`config.mk`:
```
export PLATFORM = sky130hd
export DESIGN_NAME = custom_tag_way_array_flat
export DESIGN_NICKNAME = d
export VERILOG_FILES = /design/src/rtl/custom_tag_way_array_pkg.sv /design/src/rtl/custom_tag_way_array_if.sv /design/src/rtl/custom_plru_tree.sv /design/src/rtl/custom_tag_way_array.sv /design/src/flat_wrapper.sv
export SDC_FILE = /design/constraint.sdc
export NUM_CORES = 1
export LEC_CHECK = 0
export ABC_AREA = 1
export CAP_MARGIN = 15
export CORE_UTILIZATION = 55
export DETAILED_ROUTE_END_ITERATION = 8
export PLACE_DENSITY = 0.72
export SKIP_CTS_REPAIR_TIMING = 1
export SLEW_MARGIN = 20
export SYNTH_ARGS = -nofsm -noshare
export SYNTH_HDL_FRONTEND = slang
export SYNTH_SLANG_ARGS = --single-unit
```
`constraint.sdc`:
```
create_clock -name clk -period 7.4 [get_ports clk]
set_input_delay 0.74 -clock clk [delete_from_list [all_inputs] [get_ports clk]]
set_output_delay 0.74 -clock clk [all_outputs]
set_load 0.005 [all_outputs]
```
`src/rtl/custom_tag_way_array_pkg.sv`:
```
// rtl/custom_tag_way_array_pkg.sv - shared types and PLRU tree helpers for the N-way tag store
package custom_tag_way_array_pkg;

  typedef enum logic [1:0] {
    ST_INIT  = 2'd0,
    ST_IDLE  = 2'd1,
    ST_FLUSH = 2'd2
  } ctrl_state_e;

  localparam int PLRU_MAX_LEVELS = 3;

  function automatic int calc_way_bits(input int way_num);
    return $clog2(way_num);
  endfunction

  // Heap-ordered tree: node n has children 2n+1 (left) and 2n+2 (right); bit 1 points the victim right.
  function automatic logic [6:0] plru_touch(input logic [6:0] bits, input logic [2:0] way,
                                            input int levels);
    logic [6:0] r;
    logic [2:0] nd;
    logic [1:0] bi;
    logic       dir;
    r  = bits;
    nd = '0;
    for (int lvl = 0; lvl < PLRU_MAX_LEVELS; lvl++) begin
      if (lvl < levels) begin
        bi    = 2'(levels - 1 - lvl);
        dir   = way[bi];
        r[nd] = ~dir;
        nd    = 3'(2 * int'(nd) + 1 + int'(dir));
      end
    end
    return r;
  endfunction

  function automatic logic [2:0] plru_victim(input logic [6:0] bits, input int levels);
    logic [2:0] w;
    logic [2:0] nd;
    logic       dir;
    w  = '0;
    nd = '0;
    for (int lvl = 0; lvl < PLRU_MAX_LEVELS; lvl++) begin
      if (lvl < levels) begin
        dir = bits[nd];
        w   = {w[1:0], dir};
        nd  = 3'(2 * int'(nd) + 1 + int'(dir));
      end
    end
    return w;
  endfunction

endpackage

```
`src/rtl/custom_tag_way_array_if.sv`:
```
// rtl/custom_tag_way_array_if.sv - lookup/fill/invalidate/flush bundle between cache FSM and tag store
interface custom_tag_way_array_if #(
  parameter int TAG_WIDTH = 24,
  parameter int SET_BITS  = 3,
  parameter int WAY_BITS  = 2
);
  logic                 flush_req;
  logic                 busy;
  logic                 lkup_valid;
  logic [SET_BITS-1:0]  lkup_set;
  logic [TAG_WIDTH-1:0] lkup_tag;
  logic                 lkup_hit;
  logic [WAY_BITS-1:0]  lkup_way;
  logic [WAY_BITS-1:0]  victim_way;
  logic                 fill_en;
  logic [SET_BITS-1:0]  fill_set;
  logic [WAY_BITS-1:0]  fill_way;
  logic [TAG_WIDTH-1:0] fill_tag;
  logic                 inv_en;
  logic [SET_BITS-1:0]  inv_set;
  logic [WAY_BITS-1:0]  inv_way;

  modport master (
    output flush_req, lkup_valid, lkup_set, lkup_tag,
    output fill_en, fill_set, fill_way, fill_tag, inv_en, inv_set, inv_way,
    input  busy, lkup_hit, lkup_way, victim_way
  );

  modport slave (
    input  flush_req, lkup_valid, lkup_set, lkup_tag,
    input  fill_en, fill_set, fill_way, fill_tag, inv_en, inv_set, inv_way,
    output busy, lkup_hit, lkup_way, victim_way
  );
endinterface

```
`src/rtl/custom_plru_tree.sv`:
```
// rtl/custom_plru_tree.sv - per-set tree pseudo-LRU: next bits for a touched way and current victim
module custom_plru_tree
  import custom_tag_way_array_pkg::*;
#(
  parameter int WAY_NUM  = 4,
  parameter int WAY_BITS = 2
) (
  input  logic [WAY_NUM-2:0]  bits,
  input  logic [WAY_BITS-1:0] way,
  output logic [WAY_NUM-2:0]  next_bits,
  output logic [WAY_BITS-1:0] victim
);
  localparam int NODES = WAY_NUM - 1;

  assign next_bits = NODES'(plru_touch(7'(bits), 3'(way), WAY_BITS));
  assign victim    = WAY_BITS'(plru_victim(7'(bits), WAY_BITS));
endmodule

```
`src/rtl/custom_tag_way_array.sv`:
```
// rtl/custom_tag_way_array.sv - N-way set-associative tag store with sweep controller
// TAG_ARRAY_PLRU_EN selects tree pseudo-LRU; otherwise a global round-robin counter.
module custom_tag_way_array
  import custom_tag_way_array_pkg::*;
#(
  parameter int TAG_WIDTH = 24,
  parameter int SET_BITS  = 3,
  parameter int WAY_NUM   = 4
) (
  input logic                   clk,
  input logic                   rst_n,
  custom_tag_way_array_if.slave bus
);
  localparam int WAY_BITS = calc_way_bits(WAY_NUM);
  localparam int SETS     = 1 << SET_BITS;

  ctrl_state_e          state_q, state_d;
  logic [SET_BITS-1:0]  cnt_q, cnt_d;
  logic                 busy;
  logic                 fill_q, inv_q;
  logic [TAG_WIDTH-1:0] tag_q   [SETS][WAY_NUM];
  logic [WAY_NUM-1:0]   valid_q [SETS];
  logic [WAY_NUM-1:0]   match;
  logic [WAY_BITS-1:0]  hit_way, inv_low, policy_way;
  logic                 any_invalid;

  always_ff @(posedge clk or negedge rst_n) begin
    if (!rst_n) begin
      state_q <= ST_INIT;
      cnt_q   <= '0;
    end else begin
      state_q <= state_d;
      cnt_q   <= cnt_d;
    end
  end

  always_comb begin
    state_d = state_q;
    cnt_d   = cnt_q;
    case (state_q)
      ST_INIT, ST_FLUSH: begin
        cnt_d = cnt_q + SET_BITS'(1);
        if (cnt_q == {SET_BITS{1'b1}}) state_d = ST_IDLE;
      end
      default: begin
        if (bus.flush_req) begin
          state_d = ST_FLUSH;
          cnt_d   = '0;
        end
      end
    endcase
  end

  assign busy     = (state_q != ST_IDLE);
  assign bus.busy = busy;
  assign fill_q   = bus.fill_en && !busy;
  assign inv_q    = bus.inv_en && !busy;

  always_comb begin
    match       = '0;
    hit_way     = '0;
    inv_low     = '0;
    any_invalid = 1'b0;
    for (int w = 0; w < WAY_NUM; w++) begin
      match[w] = valid_q[bus.lkup_set][w] && (tag_q[bus.lkup_set][w] == bus.lkup_tag);
    end
    for (int w = WAY_NUM - 1; w >= 0; w--) begin
      if (match[w]) hit_way = WAY_BITS'(w);
      if (!valid_q[bus.lkup_set][w]) begin
        inv_low     = WAY_BITS'(w);
        any_invalid = 1'b1;
      end
    end
  end

  assign bus.lkup_hit   = bus.lkup_valid && !busy && (|match);
  assign bus.lkup_way   = bus.lkup_hit ? hit_way : '0;
  assign bus.victim_way = any_invalid ? inv_low : policy_way;

  // Tags are never cleared; only the valid bits gate them.
  always_ff @(posedge clk) begin
    if (fill_q) tag_q[bus.fill_set][bus.fill_way] <= bus.fill_tag;
  end

  always_ff @(posedge clk or negedge rst_n) begin
    if (!rst_n) begin
      for (int s = 0; s < SETS; s++) valid_q[s] <= '0;
    end else if (busy) begin
      valid_q[cnt_q] <= '0;
    end else begin
      if (fill_q) valid_q[bus.fill_set][bus.fill_way] <= 1'b1;
      if (inv_q) valid_q[bus.inv_set][bus.inv_way] <= 1'b0;
    end
  end

`ifdef TAG_ARRAY_PLRU_EN
  logic [WAY_NUM-2:0]  plru_q     [SETS];
  logic [WAY_NUM-2:0]  plru_next  [SETS];
  logic [WAY_BITS-1:0] set_victim [SETS];

  // A fill to the set being hit in the same cycle overrides the hit's touch.
  for (genvar s = 0; s < SETS; s++) begin : g_plru
    logic [WAY_BITS-1:0] touch_way;
    assign touch_way = (fill_q && bus.fill_set == SET_BITS'(s)) ? bus.fill_way : bus.lkup_way;
    custom_plru_tree #(.WAY_NUM(WAY_NUM), .WAY_BITS(WAY_BITS)) u_tree (
      .bits      (plru_q[s]),
      .way       (touch_way),
      .next_bits (plru_next[s]),
      .victim    (set_victim[s])
    );
  end

  always_ff @(posedge clk or negedge rst_n) begin
    if (!rst_n) begin
      for (int s = 0; s < SETS; s++) plru_q[s] <= '0;
    end else if (busy) begin
      plru_q[cnt_q] <= '0;
    end else begin
      for (int s = 0; s < SETS; s++) begin
        if ((fill_q && bus.fill_set == SET_BITS'(s)) ||
            (bus.lkup_hit && bus.lkup_set == SET_BITS'(s)))
          plru_q[s] <= plru_next[s];
      end
    end
  end

  assign policy_way = set_victim[bus.lkup_set];
`else
  logic [WAY_BITS-1:0] rr_q;

  always_ff @(posedge clk or negedge rst_n) begin
    if (!rst_n)      rr_q <= '0;
    else if (busy)   rr_q <= '0;
    else if (fill_q) rr_q <= rr_q + WAY_BITS'(1);
  end

  assign policy_way = rr_q;
`endif

endmodule
```
`src/flat_wrapper.sv`:
```
// flat-port wrapper written by rule: the top's interface ports become plain ports
module custom_tag_way_array_flat import custom_tag_way_array_pkg::*;
#(
  parameter int TAG_WIDTH = 24,
  parameter int SET_BITS  = 3,
  parameter int WAY_NUM   = 4
)
  (clk, rst_n, bus_flush_req, bus_lkup_valid, bus_lkup_set, bus_lkup_tag, bus_fill_en, bus_fill_set, bus_fill_way, bus_fill_tag, bus_inv_en, bus_inv_set, bus_inv_way, bus_busy, bus_lkup_hit, bus_lkup_way, bus_victim_way);
  custom_tag_way_array_if #(.TAG_WIDTH(TAG_WIDTH), .SET_BITS(SET_BITS)) bus_i ();
  input logic clk;
  input logic rst_n;
  input wire logic [$bits(bus_i.flush_req)-1:0] bus_flush_req;
  input wire logic [$bits(bus_i.lkup_valid)-1:0] bus_lkup_valid;
  input wire logic [$bits(bus_i.lkup_set)-1:0] bus_lkup_set;
  input wire logic [$bits(bus_i.lkup_tag)-1:0] bus_lkup_tag;
  input wire logic [$bits(bus_i.fill_en)-1:0] bus_fill_en;
  input wire logic [$bits(bus_i.fill_set)-1:0] bus_fill_set;
  input wire logic [$bits(bus_i.fill_way)-1:0] bus_fill_way;
  input wire logic [$bits(bus_i.fill_tag)-1:0] bus_fill_tag;
  input wire logic [$bits(bus_i.inv_en)-1:0] bus_inv_en;
  input wire logic [$bits(bus_i.inv_set)-1:0] bus_inv_set;
  input wire logic [$bits(bus_i.inv_way)-1:0] bus_inv_way;
  output wire logic [$bits(bus_i.busy)-1:0] bus_busy;
  output wire logic [$bits(bus_i.lkup_hit)-1:0] bus_lkup_hit;
  output wire logic [$bits(bus_i.lkup_way)-1:0] bus_lkup_way;
  output wire logic [$bits(bus_i.victim_way)-1:0] bus_victim_way;
  assign bus_i.flush_req = bus_flush_req;
  assign bus_i.lkup_valid = bus_lkup_valid;
  assign bus_i.lkup_set = bus_lkup_set;
  assign bus_i.lkup_tag = bus_lkup_tag;
  assign bus_i.fill_en = bus_fill_en;
  assign bus_i.fill_set = bus_fill_set;
  assign bus_i.fill_way = bus_fill_way;
  assign bus_i.fill_tag = bus_fill_tag;
  assign bus_i.inv_en = bus_inv_en;
  assign bus_i.inv_set = bus_inv_set;
  assign bus_i.inv_way = bus_inv_way;
  assign bus_busy = bus_i.busy;
  assign bus_lkup_hit = bus_i.lkup_hit;
  assign bus_lkup_way = bus_i.lkup_way;
  assign bus_victim_way = bus_i.victim_way;
  custom_tag_way_array #(.TAG_WIDTH(TAG_WIDTH), .SET_BITS(SET_BITS), .WAY_NUM(WAY_NUM)) u_core (.clk(clk), .rst_n(rst_n), .bus(bus_i));
endmodule
```
Word level (Yosys, flattened, before mapping)
Memory sizes are Yosys's and may differ from the RTL's.
Cells that the tools add are included.

storage, ports and cells
  flip-flop bits (word level) = 39
  memories kept = 1
  bits in writable memories = 768
  input port bits = 67
  output and inout port bits = 6

cells by class
  bitwise operators = 10
  add/subtract/negate cells = 2
  magnitude comparators = 13
  reductions and logical operators = 21
  eq/ne operators = 8
  multiplexer cells = 42

memory list
  memory        words  width  read ports  clocked after Yosys merged registers in  wr ports  RTL line                    RTL
  u_core.tag_q  8      96     1           0                                        1         custom_tag_way_array.sv:21  logic [TAG_WIDTH-1:0] tag_q [SETS][WAY_NUM];

operators with widths
  operator              number
  $mux W32              4
  $eq A24 B24 Y1        4
  $mux W96              1
  $and A32 B32 Y32      2
  $not A32 Y32          2
  $demux W24 S2         1
  $demux W4 S3          3
  $or A32 B32 Y32       1
  $mux W2               15
  $mux W24              1
  $mux W4               5
  $ge A4 B4 Y1 const B  4
  $not A3 Y4            4
  $logic_and A1 B1 Y1   14
  $bmux W4 S3           1
  $lt A4 B1 Y1 const B  3
  $mux W1               7
  $lt A2 B3 Y1 const B  2
  $mux W3               2
  $demux W1 S2          2
  $ge A2 B1 Y1 const B  2
  $ne A2 B1 Y1 const B  2
  $reduce_bool A2 Y1    2
  $reduce_or A4 Y1      1
  11 further kinds      11

Longest topological paths before layout
  depth in word-level cells = 12
  depth in mapped cells = 21
  gate-level depth less buffers = 18

Worst setup path before layout
Ideal clock, no wire load.

  path type = input-to-output
  start = input bus_lkup_set[0]
  end = output bus_lkup_way[0]
  setup slack = 4.383 ns
  data required time = 6.660 ns
  data arrival time = 2.277 ns
  stages = 19
  path through = buf_4 > inv_2 > buf_6 > buf_6 > buf_4 > nand2_1 > nand3_1 > nand3_1 > nand3_1 > nand2_1 > nor2_1 > nand2_1 > nor2_1 > nand2_1 > nor2_1 > nor2_1 > nand2_1 > nand2_1 > nor2_1

between the ends
  cells in the longest elaborated chain, start to end = 10
  elaborated cells between the ends (all ways) = 20
  classes of those cells = 4 x eq/ne; 8 x mux; 1 x bitwise; 6 x reduce/logical; 1 x memory

RTL lines
  what                                                                    RTL line                    RTL
  from (decl)                                                             flat_wrapper.sv:14          input wire logic [$bits(bus_i.lkup_set)-1:0] bus_lkup_set;
  parallel branches: the longest is 9 deep, another holds $mem_v2 Z8 W96  n/a
  $mux W2 (*)                                                             custom_tag_way_array.sv:77  assign bus.lkup_way = bus.lkup_hit ? hit_way : '0;
  to (decl)                                                               flat_wrapper.sv:25          output wire logic [$bits(bus_i.lkup_way)-1:0] bus_lkup_way;

Every way passes the cells marked *. The select of a mux whose other input is x is not followed.

Worst setup path after layout
Same ends and word-level chain as after synthesis.

==> out/qor.yml <==
status:
  status: "complete, no violations"
logic_synthesis:
  yosys.area.top_type: "edfxtp_1"
  syn_nets: 3741
  syn_area_mm2: 0.0360
  syn_avg_cell_area_um2: 9.80
  synth_top_area_share_pct: 64.1
  yosys_warnings: 0
  synth.distinct_cells: 23
  synth_area_leaders: "edfxtp_1 (64%), nand2_1 (12%), nand3_1 (6.6%)"
  synthCells: 3672
  ys_seq_area_share_pct: 66.8
  synth-seq-cells: 807
cells_and_area:
  layout-drive-gt1-share_pct: 5.63
  final_cell_mix: "nand2_1 (1147), edfxtp_1 (768), inv_1 (485)"
  area_growth_pct: 11.8
  fin_cells: 4639
  nets: 3787
  layout_commonest_cell: "nand2_1"
routing:
  drt_pass1_iterations: 6
  routed_wirelength_um: 101000
  drc: 0
  vias: 26110
  wire_per_inst_um: 21.7
  ant_nets: 0
  drt_iter0_drc: 3965
  vias_per_cell: 5.63
clocking:
  tritoncts: "yes"
  cts.sinks: 807
  cts.reportedPaths.clkPinSlew_ps: 60
  worstSkewPairLatency_ps: 630
  root_buffer: "clkbuf_16"
  htree_levels: 3
  clockBufferDepth: 3
  cts_buffers: 83
floorplan:
  start_util_pct: 55.7
  ioPinCount: 73
  dieWidth_um: 258
  die_area_mm2: 0.0665
  die_h_um: 258
  row_count: 93
  core_mm2: 0.0646
timing:
  max_freq_ghz: 0.176
  worstMarginPinSlew_ps: 1140
  final-max-slew-violation-count: 0
  hold_viol_final: 0
  finalSetupViolCount: 0
  fin_crit_sh_pct: 76.7
  period_needed_ps: 5670
  slew-limit-headroom_pct: 23.8
  whs_ps: 237
  setup_ws_ps: 1730
  finClkSkew_ps: 22.7
  tns_ps: 0
  rsz0062_at_grt: "no"
global_routing:
  antenna_found_initial: 1
  track_usage_pct: 30.4
  grt_pass1_wl_um: 150000
  grt_overflow_total: 0
  grt_max_degree: 188
  grt_pass1_vias: 24210
critical_path:
  cp.arrival_ps: 4930
  end_kind: "output pin"
  setup.worst_path.class: "in -> out"
  crit_fanout: 151
  start_kind: "primary input"
  crit_required_ps: 6660
placed_design:
  dp_hpwl_um: 55800
  io_buffers: 72
  place_inst: 4488
  finalWeightedCongestion: 0.887
  place_ws_ps: 1810
power:
  p_per_area_mw_per_mm2: 248
  power_leakage_nw: 16.7
  ir_drop_uv: 177
hold_path:
  min_path_type: "in -> async"
flow_run:
  maxCapViolCount: 0
[layer usage]
metal	vias up	wire [um]	share of wire, %	track usage (%)
met4	0	3570	3.5	11.4
li1	12087	-	-	-
met2	1464	45700	45	46.8
met5	-	0	0	0
met3	223	11000	11	4.92
met1	12336	40300	40	43.8
[logic make-up after synthesis]
logic type / share of synthesized area (%)
simple gates: 23.0
flops: 66.8
buf+inv: 7.40
compound gates: 2.77
fa+ha+maj: 0.0695
[path summary, 6_finish.rpt]
path / startpoint / end / slack [ps] / depth (start not counted)
worst max-delay path: bus_lkup_set[0] / bus_lkup_way[0] / 1730 / 18
worst min-delay path: rst_n / u_core.valid_q[29]$_DFF_PN0_ / 240 / 1
worst max register to register: u_core.state_q[0]$_DFFE_PN0P_ / u_core.valid_q[17]$_DFF_PN0_ / 4410 / 9
worst min register to register: u_core.state_q[1]$_DFFE_PN0P_ / u_core.state_q[1]$_DFFE_PN0P_ / 510 / 2
max in group asynchronous: rst_n / u_core.valid_q[8]$_DFF_PN0_ / 6570 / 1
min in group clk: u_core.state_q[1]$_DFFE_PN0P_ / u_core.state_q[1]$_DFFE_PN0P_ / 510 / 2
[registers in the layout, indices dropped and copies added, names as in the netlist]
signal and count:
u_core.policy_way 2, u_core.cnt_q 3, u_core.tag_q 768, u_core.state_q 2
u_core.valid_q 32
[power by group]
| part | switching [W] | total (W) | internal [W] |
|---|---|---|---|
| Sequential | 0.0000191 | 0.00505 | 0.00503 |
| Combinational | 0.000587 | 0.000802 | 0.000215 |
| Clock | 0.00173 | 0.00412 | 0.00239 |
[Yosys cell counts]
library cell     n
nor2_1         392
dfrtp_1         39
buf_1           13
ha_1             2
a211oi_1        27
o211ai_1         9
a311oi_1         5
buf_2           98
buf_4           15
inv_2            2
nor4_1           2
o21ai_1         25
a21oi_1         35
o21ai_0         75
a221oi_1         1
nand3_1        476
nand4_1          1
nor3_1          20
clkbuf_1        27
buf_6            7
nand2_1       1147
inv_1          486
edfxtp_1       768
[area by class of cell]
type / instances / area [um2]
fillers: 5049 / 24300
flip-flops and latches: 807 / 24000
clock inverters: 52 / 494
inverters: 488 / 1850
clock buffers: 98 / 2150
well taps: 855 / 1070
diodes: 1 / 2.50
repair buffers: 121 / 1100
multi-input cells: 2217 / 9540
[stage by stage]
| step | utilization [%] | total power (W) | cell area [um2] |
|---|---|---|---|
| floorplan | - | 0.00562 | 36000 |
| global placement | 58.3 | 0.00592 | 37600 |
| detailed placement | 58.3 | 0.00593 | 37600 |
| CTS | 62.4 | 0.00999 | 40300 |
| global route | 62.3 | 0.0103 | 40200 |
| finish | 62.3 | 0.00997 | 40200 |
[worst max-delay path, cell delays in order]
cell             delay, ps
buf_8                  240
inv_8                  700
buf_4                  530
nand2_1                100
nand2_1                 80
nand2_1                 50
nand3_1                140
nand3_1                 90
nand2_1                 80
nand2_1                100
nor2_1                 340
nand3_1                120
nor2_1                 270
nor2_1                 110
nand2_1                 70
nand2_1                 60
nor2_1                 300
clkdlybuf4s50_1        570
Note: power is estimated with default switching activity, not from simulation.
